--- src/rtl/fb_filter_engine_pkg.sv ---
// Shared definitions for the framebuffer filter engine.
//   state_t   : engine FSM states (IDLE, READ, WRITE, DONE)
//   MODE_*    : pixel transform selections on the 2-bit mode input
//   PIXEL_W   : framebuffer pixel width, packed {R,G,B} at 4 bits each
package fb_filter_engine_pkg;

  localparam int PIXEL_W = 12;

  localparam logic [1:0] MODE_PASS = 2'b00;
  localparam logic [1:0] MODE_INV  = 2'b01;
  localparam logic [1:0] MODE_THR  = 2'b10;
  localparam logic [1:0] MODE_GRAY = 2'b11;

  typedef enum logic [1:0] {
    IDLE  = 2'd0,
    READ  = 2'd1,
    WRITE = 2'd2,
    DONE  = 2'd3
  } state_t;

endpackage

--- src/rtl/fb_filter_engine_xform.sv ---
// fb_pixel_xform: combinational per-pixel transform.
//   mode   (in,  2)        : MODE_PASS / MODE_INV / MODE_THR / MODE_GRAY
//   pixel  (in,  PIXEL_W)  : source pixel {R,G,B}
//   result (out, PIXEL_W)  : transformed pixel
// Optional feature macro: FB_FILTER_GRAYSCALE_EN. When undefined, MODE_GRAY
// falls back to pass-through and no grayscale logic exists.
module fb_pixel_xform
  import fb_filter_engine_pkg::*;
#(
  parameter int THRESH = 23
) (
  input  logic [1:0]         mode,
  input  logic [PIXEL_W-1:0] pixel,
  output logic [PIXEL_W-1:0] result
);

  // Channel sum is at most 45, so 6 bits hold it without overflow.
  function automatic logic [PIXEL_W-1:0] thresh_fn(input logic [PIXEL_W-1:0] p);
    logic [5:0] sum;
    sum = {2'b00, p[11:8]} + {2'b00, p[7:4]} + {2'b00, p[3:0]};
    return (int'(sum) >= THRESH) ? {PIXEL_W{1'b1}} : {PIXEL_W{1'b0}};
  endfunction

`ifdef FB_FILTER_GRAYSCALE_EN
  // Luma approximation (R + 2G + B) / 4; the sum peaks at 60 so 6 bits suffice.
  function automatic logic [PIXEL_W-1:0] gray_fn(input logic [PIXEL_W-1:0] p);
    logic [5:0] y_sum;
    logic [3:0] y;
    y_sum = {2'b00, p[11:8]} + {1'b0, p[7:4], 1'b0} + {2'b00, p[3:0]};
    y     = y_sum[5:2];
    return {y, y, y};
  endfunction
`endif

  always_comb begin
    result = pixel;
    case (mode)
      MODE_PASS: result = pixel;
      MODE_INV:  result = pixel ^ {PIXEL_W{1'b1}};
      MODE_THR:  result = thresh_fn(pixel);
`ifdef FB_FILTER_GRAYSCALE_EN
      MODE_GRAY: result = gray_fn(pixel);
`else
      MODE_GRAY: result = pixel;
`endif
      default:   result = pixel;
    endcase
  end

endmodule

--- src/rtl/fb_filter_engine.sv ---
// fb_filter_engine: walks the framebuffer once per start request, reading
// each pixel, transforming it and writing it back in place (2 cycles/pixel).
//   clk        (in)          : system clock, shared with the framebuffer RAM
//   reset      (in)          : asynchronous, active-low
//   start      (in)          : one-cycle frame request, honoured only in IDLE
//   abort      (in)          : ends a pass in progress without a done pulse
//   mode       (in,  2)      : transform select, latched at start
//   busy       (out)         : high in READ and WRITE
//   done       (out)         : one-cycle completion pulse
//   mem_addr   (out, ADDR_W) : framebuffer address
//   mem_rdata  (in,  12)     : RAM read data, one cycle after the address
//   mem_wdata  (out, 12)     : transformed pixel, zero outside WRITE
//   mem_wen    (out)         : RAM write enable
// Optional feature macro: FB_FILTER_GRAYSCALE_EN (grayscale in mode 11).
module fb_filter_engine
  import fb_filter_engine_pkg::*;
#(
  parameter int WIDTH  = 640,
  parameter int HEIGHT = 480,
  parameter int ADDR_W = 19,
  parameter int THRESH = 23
) (
  input  logic              clk,
  input  logic              reset,
  input  logic              start,
  input  logic              abort,
  input  logic [1:0]        mode,
  output logic              busy,
  output logic              done,
  output logic [ADDR_W-1:0] mem_addr,
  input  logic [11:0]       mem_rdata,
  output logic [11:0]       mem_wdata,
  output logic              mem_wen
);

  localparam int unsigned      NPIX      = WIDTH * HEIGHT;
  localparam logic [ADDR_W-1:0] LAST_ADDR = ADDR_W'(NPIX - 1);

  state_t             state, state_nxt;
  logic [ADDR_W-1:0]  cnt, cnt_nxt;
  logic [1:0]         mode_q, mode_nxt;
  logic [PIXEL_W-1:0] xf_pixel;

  always_ff @(posedge clk or negedge reset) begin
    if (!reset) begin
      state  <= IDLE;
      cnt    <= '0;
      mode_q <= MODE_PASS;
    end else begin
      state  <= state_nxt;
      cnt    <= cnt_nxt;
      mode_q <= mode_nxt;
    end
  end

  // The counter is parked at 0 whenever the FSM heads back to IDLE, so the
  // address output reads 0 in IDLE without extra muxing.
  always_comb begin
    state_nxt = state;
    cnt_nxt   = cnt;
    mode_nxt  = mode_q;
    case (state)
      IDLE: begin
        cnt_nxt = '0;
        if (start && !abort) begin
          mode_nxt  = mode;
          state_nxt = READ;
        end
      end
      READ: begin
        if (abort) begin
          state_nxt = IDLE;
          cnt_nxt   = '0;
        end else begin
          state_nxt = WRITE;
        end
      end
      WRITE: begin
        if (abort) begin
          state_nxt = IDLE;
          cnt_nxt   = '0;
        end else if (cnt == LAST_ADDR) begin
          state_nxt = DONE;
        end else begin
          state_nxt = READ;
          cnt_nxt   = cnt + 1'b1;
        end
      end
      DONE: begin
        state_nxt = IDLE;
        cnt_nxt   = '0;
      end
      default: begin
        state_nxt = IDLE;
        cnt_nxt   = '0;
      end
    endcase
  end

  fb_pixel_xform #(
    .THRESH (THRESH)
  ) u_xform (
    .mode   (mode_q),
    .pixel  (mem_rdata),
    .result (xf_pixel)
  );

  // An abort arriving during WRITE suppresses that cycle's write.
  always_comb begin
    busy      = (state == READ) || (state == WRITE);
    done      = (state == DONE);
    mem_addr  = cnt;
    mem_wen   = (state == WRITE) && !abort;
    mem_wdata = mem_wen ? xf_pixel : 12'h000;
  end

endmodule

--- config.mk ---
export PLATFORM = sky130hd
export DESIGN_NAME = fb_filter_engine
export DESIGN_NICKNAME = d
export VERILOG_FILES = /design/src/rtl/fb_filter_engine_pkg.sv /design/src/rtl/fb_filter_engine_xform.sv /design/src/rtl/fb_filter_engine.sv
export SDC_FILE = /design/constraint.sdc
export NUM_CORES = 1
export LEC_CHECK = 0
export BUFFER_PORTS_ARGS = -buffer_cell sky130_fd_sc_hd__buf_2
export CAP_MARGIN = 20
export CORE_MARGIN = 1
export CORE_UTILIZATION = 50
export DETAILED_ROUTE_END_ITERATION = 12
export PLACE_DENSITY = 0.76
export SLEW_MARGIN = 10
export SYNTH_ARGS = -nofsm -noshare
export SYNTH_HDL_FRONTEND = slang
export SYNTH_HIERARCHICAL = 1
export SYNTH_SLANG_ARGS = --single-unit
--- constraint.sdc ---
create_clock -name clk -period 4.3 [get_ports clk]
set_clock_uncertainty 0.2 [all_clocks]
set_input_delay 0.645 -clock clk [delete_from_list [all_inputs] [get_ports clk]]
set_output_delay 0.645 -clock clk [all_outputs]
set_load 0.1 [all_outputs]
==> results by group <==
Yosys
  – EDFF count, synth: 0
  – Register area share after synthesis: 0.2945
  – Distinct cells, synth: 44
  – Top-area cell type share of the netlist area: 0.2945
  – Post-synthesis net count: 262
  – YS warnings: 6
  – Ys async rst share: 1.000
  – Most area-consuming cells after synthesis: dfrtp_1 (29%), o21ai_0 (7.7%), ha_1 (7.0%)
  – Mapped Area: 1954 sq um
  – Dominant cell type by area after synthesis: dfrtp_1
  – Synth Instances: 228
  – Top FF cell, synth: dfrtp_1
  – Avg Cell Area, Syn: roughly 8.6 sq um
  – Synth Register Bits: 23

Detailed routing
  – DR DRC count: 0
  – DR pass1 iterations: 4
  – Drt total wl: 4.235 mm
  – Initial drt markers: 98
  – Final ANT Viol Nets: 0
  – Via count: 1,809
  – Drt wl/cell: 13.03 microns
  – Vias per cell: about 5.6

Floorplan
  – Die width: between 60 and 70 microns
  – IO Pins: 52
  – DIE AREA: around 4200 sq um
  – Die H: 64.52 microns
  – Row cnt: 22
  – Starting density of the core: 0.5259
  – Core area: about 3700 sq um

Global routing
  – First-pass GRT wire length: 7.169 mm
  – Initial antenna violation count: 0
  – Grt ovf: 0
  – GRT Overall Usage: 0.2144
  – Largest net degree at the start of global routing: 24
  – Vias in the first global route: 1,625

Timing
  – Final Max Slew Viols: 0
  – Setup-failing EPs final: 0
  – Setup WS post-layout: ~0.16 ns
  – RSZ-0062 raised after global routing: false
  – Worst slew pin tran: approximately 0.75 ns
  – WHS: 0.1438 ns
  – Setup TNS: 0 ns
  – Final Critical Period: 4.136 ns
  – Slew margin rel.: 0.4972
  – Hold Fails Final Rpt: 0
  – Tcrit/Tclk final: 0.9618
  – Fmax: 241.8 MHz

Critical path
  – Buffers and inverters on the worst path: 5
  – CP Max Fanout: 8
  – CP endpoint kind: primary output
  – Critical R2R Launch: mem_addr[0]
  – Worst Path Arrival: 3.29 ns
  – Critical Path Start: mem_rdata[1]
  – Slowest CP cell: fa_1
  – Max stage delay on crit path: between 0.5 and 0.6 ns
  – Crit-path leading delay family: adder cells
  – WP data required: 3.45 ns
  – CP Launch Type: input port
  – CP cell instances: buf_2, inv_1, fa_1, inv_1, ha_1, fa_1, nor3_1, a311o_1, buf_4, o21ai_2, and2_1, buf_2
  – Crit Path Class: input port to primary output

Layout
  – Layout cell share with drive strength beyond 1: 0.2744
  – Nets@finish: 312
  – Commonest non-fill, non-tap cell in the layout: buf_2
  – Final core utilization: 0.6141
  – Number of diodes: 0
  – Fillers: 345
  – Area delta synth->final: 16.77%
  – Most frequent cells in the layout: buf_2 (51), o21ai_0 (30), nand2_1 (24)

Placement
  – Pre-CTS setup slack: 0.1977 ns
  – Hpwl dp: 3.098 mm
  – Number of I/O port buffers: 51
  – GPL Wtd Cong: 0.8682

Clock network
  – Post-CTS setup buffers: 0
  – CTS Buf Count: 3
  – Root buf cell: clkbuf_8
  – Number of clock sinks: 23
  – Post_cts resized: 0
  – Max Buffers Root-to-Sink: 2
  – CTS clk-pin slew, worst paths: roughly 0.09 ns
  – Worst-skew pair later-pin latency: around 0.27 ns
  – Hold_buf cts: 0
  – CTS tree: built
  – CTS H-tree depth: 1

Pwr
  – NetSw: between 500 and 600 uW
  – PD cells: 467.3 nW/um^2
  – Sequential fraction of design power: 0.241
  – Switching fraction of total power: 0.5296
  – Combinational group share of total power: 0.632
  – Clock group share of total power: 0.127
  – Overall power: 1.066 mW
  – Max VDD drop: 0.0005451 V
  – Lkg Pwr: between 1 and 1.5 nW
  – Internal power: between 500 and 600 uW

Flow run
  – Max Cap Violations: 0

Min path
  – Worst min path class: input port to async pin

Outcome
  – Status: complete, no violations
per-layer routing:
metal,share of wire,up-vias,track usage
met3,0.030,2,0.02113
met5,0,-,0
met4,0.0059,0,0.05278
met2,0.46,35,0.3592
met1,0.50,857,0.2962
li1,-,915,-
power by group through the flow:
stage,Clock [mW],Combinational [mW],Sequential (mW)
6_report,0.136,0.674,0.257
5_1_grt,0.147,0.742,0.260
4_1_cts,0.139,0.674,0.257
3_5_place_dp,0,0.672,0.261
3_3_place_gp,0,0.664,0.260
2_1_floorplan,0,0.577,0.266
path summary, 6_finish.rpt:
check | end | slack [ns] | cells past startpoint
worst max-delay path | mem_wdata[5] | 0.16 | 12
min in group clk | mem_addr[18] | 0.30 | 1
worst max register to register | mem_addr[8] | 1.71 | 6
worst min-delay path | mem_addr[9] | 0.14 | 1
max in group asynchronous | mem_addr[1] | 3.39 | 1
worst min register to register | mem_addr[18] | 0.30 | 1
flip-flops by register name, summed over array words and instances (netlist names):
register	cells
mem_addr	19
mode_q	2
state	2
cells by family (layout without fill, tap and decap cells):
group	after synthesis	after routing	synth area share
DFF	23	23	0.2945
AOI/OAI and AO/OA	80	80	0.2811
adders and majority gates	16	16	0.1216
muxes	2	2	0.01152
buffers and inverters	24	73	0.06402
and+or+nand+nor	83	83	0.2273
worst register-to-register path, stage by stage (launching register included):
cell	delay (ns)
dfrtp_1	0.46
ha_1	0.25
nand3_1	0.15
or3_4	0.46
o32ai_4	0.67
o21ai_0	0.21
o31ai_1	0.10
cells in the mapped netlist, drive strengths merged, types with 2 or more instances:
cell,count
a21o,3
a21oi,5
a31oi,6
and2,13
and3,2
buf,7
clkbuf,2
dfrtp,23
fa,5
ha,11
inv,14
mux2,2
nand2,24
nand2b,9
nand3,10
nand4,3
nor2,9
nor2b,2
nor3,5
o21ai,48
o31ai,8
o41ai,2
layout make-up:
type | count | area (sq um) | share of cell area
flip-flops and latches | 23 | 575.6 | 0.2522
repair buffers | 54 | 290.3 | 0.1272
clock buffers | 3 | 41.29 | 0.01809
clock inverters | 1 | 5.005 | 0.002193
well taps | 48 | 60.06 | 0.02632
inverters | 15 | 56.30 | 0.02467
multi-input cells | 181 | 1254 | 0.5493
per-stage QoR:
stage / std cells / area [sq um]
after CTS: 325 / 2282
after global routing: 325 / 2282
after floorplan: 228 / 1954
after detailed placement: 321 / 2236
final: 325 / 2282
after global placement: 321 / 2236
No activity file was read; power rests on OpenSTA's default activity.
